[src/rtl/button_repeat.sv]
// button_repeat: turns a debounced button level into press and auto-repeat pulses.
// Define BUTTON_RELEASE_PULSE_EN to add a release_pulse output on release from a hold.
module button_repeat #(
  parameter int DELAY_CYCLES  = 937500,
  parameter int PERIOD_CYCLES = 312500,
  parameter int CNT_W         = 20,
  parameter int RPT_W         = 8
) (
  input  logic             vclk,
  input  logic             rst,
  input  logic             en,
  input  logic             debounced_button,
  output logic             press,
  output logic             repeat_pulse,
  output logic             move,
  output logic             held,
`ifdef BUTTON_RELEASE_PULSE_EN
  output logic             release_pulse,
`endif
  output logic [RPT_W-1:0] rpt_cnt
);
  typedef enum logic [1:0] {IDLE, DELAY, REPEAT} state_t;
  localparam logic [CNT_W-1:0] D_LAST = CNT_W'(DELAY_CYCLES - 1);
  localparam logic [CNT_W-1:0] P_LAST = CNT_W'(PERIOD_CYCLES - 1);
  state_t           state;
  logic [CNT_W-1:0] timer;
  logic             btn_q;
  logic             rise;
  logic             last;
  logic [RPT_W-1:0] rpt_next;
  always_comb begin
    rise     = debounced_button & ~btn_q;
    last     = (state == DELAY) ? (timer == D_LAST) : (timer == P_LAST);
    rpt_next = (&rpt_cnt) ? rpt_cnt : rpt_cnt + 1'b1;
  end
  // Priority: en abort, then release, then timer expiry.
  always_ff @(posedge vclk or negedge rst) begin
    if (!rst) begin
      state        <= IDLE;
      timer        <= '0;
      btn_q        <= 1'b0;
      rpt_cnt      <= '0;
      press        <= 1'b0;
      repeat_pulse <= 1'b0;
      move         <= 1'b0;
      held         <= 1'b0;
`ifdef BUTTON_RELEASE_PULSE_EN
      release_pulse <= 1'b0;
`endif
    end else begin
      btn_q        <= debounced_button;
      press        <= 1'b0;
      repeat_pulse <= 1'b0;
      move         <= 1'b0;
`ifdef BUTTON_RELEASE_PULSE_EN
      release_pulse <= 1'b0;
`endif
      if (!en) begin
        state <= IDLE;
        timer <= '0;
        held  <= 1'b0;
      end else if (state == IDLE) begin
        if (rise) begin
          press   <= 1'b1;
          move    <= 1'b1;
          timer   <= '0;
          rpt_cnt <= '0;
          state   <= DELAY;
          held    <= 1'b1;
        end
      end else if (state != DELAY && state != REPEAT) begin
        state <= IDLE;
        timer <= '0;
        held  <= 1'b0;
      end else if (!debounced_button) begin
        state <= IDLE;
        timer <= '0;
        held  <= 1'b0;
`ifdef BUTTON_RELEASE_PULSE_EN
        release_pulse <= btn_q;
`endif
      end else if (last) begin
        repeat_pulse <= 1'b1;
        move         <= 1'b1;
        timer        <= '0;
        rpt_cnt      <= rpt_next;
        state        <= REPEAT;
      end else begin
        timer <= timer + 1'b1;
      end
    end
  end
endmodule

[config.mk]
export PLATFORM = sky130hd
export DESIGN_NAME = button_repeat
export DESIGN_NICKNAME = d
export VERILOG_FILES = /design/src/rtl/button_repeat.sv
export SDC_FILE = /design/constraint.sdc
export NUM_CORES = 1
export LEC_CHECK = 0
export CAP_MARGIN = 20
export CORE_AREA = 10 10 73 75
export DETAILED_ROUTE_END_ITERATION = 8
export DIE_AREA = 0 0 83 85
export MAX_ROUTING_LAYER = met4
export PLACE_DENSITY = 0.82
export SYNTH_ARGS = -nofsm -noshare
export SYNTH_HDL_FRONTEND = slang
export SYNTH_SLANG_ARGS = --single-unit
[constraint.sdc]
create_clock -name vclk -period 2.3 [get_ports vclk]
set_input_delay 0.46 -clock vclk [delete_from_list [all_inputs] [get_ports vclk]]
set_output_delay 0.46 -clock vclk [all_outputs]
set_load 0.005 [all_outputs]
==> run metrics, run 1 <==
multiplexer area fraction after synthesis=0.450%; largest net degree at the start of global routing=36; final wirelength=5060 µm; number of global-route vias before repair=1855; hold crit path type=flop to flop; Simple-Gate Fraction of Synth Area=35.3%; clock skew=0.0122 ns; WS Path Type=flop to flop; share of cells above drive strength 1=14.3%; cts hold-fix bufs=0; Hold WS=0.529 ns; die height=85 µm; PostCTS Resize Cnt=0; R2R setup slack=0.17 ns; DRT antenna net count=0; largest fanout on the critical path=7; max cap viols=0; final setup TNS=0 ns; CTS H-tree lvls=2; initial DRC count=217; CTS tree=built; Worst Hold Depth=1; starting density of the core=56.9%; Via Count=1947; final-report hold violation count=0; Async SR Flop Fraction=100%; Area Overhead vs Synth=17.5%; Top FF cell, synth=dfrtp_1; drt pass-1 iters=4; Clock Sinks=35; post-synthesis compound-gate area fraction=17.3%; status=finished clean; Root Buffer=clkbuf_8; final setup vio count=0; EDFF count, synth=0; core area=0.00391 mm²; die width=83 µm; synth top area cells=dfrtp_1, nand2_1, nand3_1; RSZ-0062 raised after global routing=false; final slew viol count=0; Tot GR Track Use=15.1%; Residual DRC=0; final core utilization=66.8%; # port buffers=15; post-CTS setup buffers=0; WHS Endpoint=timer[0]; CTS max path bufs=2; R2R Path End=timer[15]; Warnings, synthesis=0; first-pass GRT wire length=8970 µm; Antenna Cells=0; Max IR drop VDD=0.397 mV; total grt overflow=0; crit end category=flop; Hold Crit Start=timer[0]; most frequent cell after synthesis=nand2_1; R2R cell count=8; Max transition margin=69.6%; cell count after synthesis=242; post-synthesis adder-cell area fraction=2.81%; Layout Nets=274; largest family of logic cells by synthesized area=simple AND/OR/NAND/NOR gates; syn avg cell area=9.20 µm²; DP Wirelength=3430 µm; GP Congestion=0.833; IO Pins=16; PD cells=553 mW/mm²; worst endpoint required time=2.48 ns; WL/cell=16.0 µm; CP Launch Point=state[1]; largest area contributor in the netlist=dfrtp_1; clock slew seen by the registers of the worst setup and hold paths=0.08 ns; CP startpoint kind=flop; Die ar.=0.00706 mm²; Num CTS Buffers=5; register area share after synthesis=39.3%; Worst-Skew Late Latency=0.30 ns; Unique masters post-synth=52; Post-synth top cells=nand2_1, dfrtp_1, nand3_1, nor2_1, nand4_1; Yosys reg bits=35; Crit path arrival time=2.31 ns; Max Fclk=469 MHz; initial antenna violation count=0; Leak=1.07 nW; actual slew at the worst max-slew pin=0.456 ns; Mapped Area=0.00223 mm²; Yosys top cell area share=39.3%; syn_nets=251; RR Startpoint=state[1]; Placement Rows=23; Final min period=2.13 ns; Final Cycle Share=92.8%; vias per cell=6.16; Synth Area in XOR/XNOR=0%
==> final cells by class <==
class,count,area (µm²)
fill,324,1300
multi-input combinational,186,1240
sequential,35,876
timing repair buffer,29,268
clock buffer,5,68.8
clock inverter,3,67.6
tap,50,62.6
inverter,8,30.0
==> sequential cells by signal, summed over array words and instances, names as in the netlist <==
name and count:
held 1, press 1, rpt_cnt 8, timer 20, state 2, move 1, repeat_pulse 1, btn_q 1
==> placed cells by master, fill, tap and decap left out, types with 2 or more instances in the layout <==
cell and n:
and2_1 3, and4_1 2, a21oi_1 6, bufinv_16 2, nor3_1 10, a221o_1 2, buf_4 13, nand2_1 38
nand3_1 24, ha_1 5, a21o_1 2, o211ai_1 2, o21ai_1 3, nand4_1 11, o311ai_1 10, clkdlybuf4s50_1 15
nand4b_1 2, nor3b_1 3, or3_1 3, inv_1 8, and3_1 4, a31oi_1 4, a22oi_1 2, nor4b_2 2
a311oi_1 2, a311o_1 2, nor2_1 14, nand2b_1 3, dfrtp_1 35, o21ai_0 2, nor4b_4 2, nor2b_1 3
clkbuf_8 5
==> through the flow <==
stage / setup slack (ns) / cells / area, µm² / power, W
floorplan: 0.406 / 242 / 2230 / 0.000710
global placement: 0.177 / 306 / 2460 / 0.000785
detailed placement: 0.137 / 306 / 2460 / 0.000788
CTS: 0.113 / 314 / 2600 / 0.00146
global route: 0.00148 / 316 / 2620 / 0.00150
finish: 0.166 / 316 / 2620 / 0.00144
==> critical path: stages, from the launching register on <==
cell and delay, ns:
dfrtp_1 0.38, inv_1 0.07, ha_1 0.26, and4bb_1 0.35
a31oi_4 0.08, o31ai_2 0.44, buf_4 0.23, a21oi_1 0.05
a21o_1 0.15
==> logic make-up after synthesis <==
| group | Yosys count |
|---|---|
| mux | 1 |
| fa+ha+maj | 5 |
| buf+inv | 21 |
| flops | 35 |
| simple gates | 134 |
| compound gates | 46 |
==> routing by layer <==
metal / vias up / global-route usage, % / routed length (µm)
met5: - / - / 0
li1: 958 / - / -
met3: 4 / 4.49 / 282
met2: 57 / 24.4 / 2450
met4: 0 / 4.49 / 39
met1: 928 / 17.8 / 2290
==> where the power goes <==
| group | internal, W | switching (W) |
|---|---|---|
| registers | 0.000631 | 0.0000222 |
| clock network | 0.000432 | 0.000237 |
| logic | 0.0000601 | 0.0000625 |
==> worst max-delay path by stage <==
stage            endpoint  slack [ns]  cells after the start
6_report        timer[15]        0.17                      8
4_1_cts        rpt_cnt[6]        0.11                      7
2_1_floorplan  rpt_cnt[6]        0.41                      6
3_5_place_dp   rpt_cnt[5]        0.14                      6
3_3_place_gp   rpt_cnt[6]        0.18                      7
5_1_grt         timer[15]       0.001                      8
Power figures use the tool's default switching activity.
==> run 2, diff against run 1 <==
SKIP_CTS_REPAIR_TIMING = 1   (was not set)
==> results of run 2 <==
Final layout, timing and power as in run 1 (identical DEF).
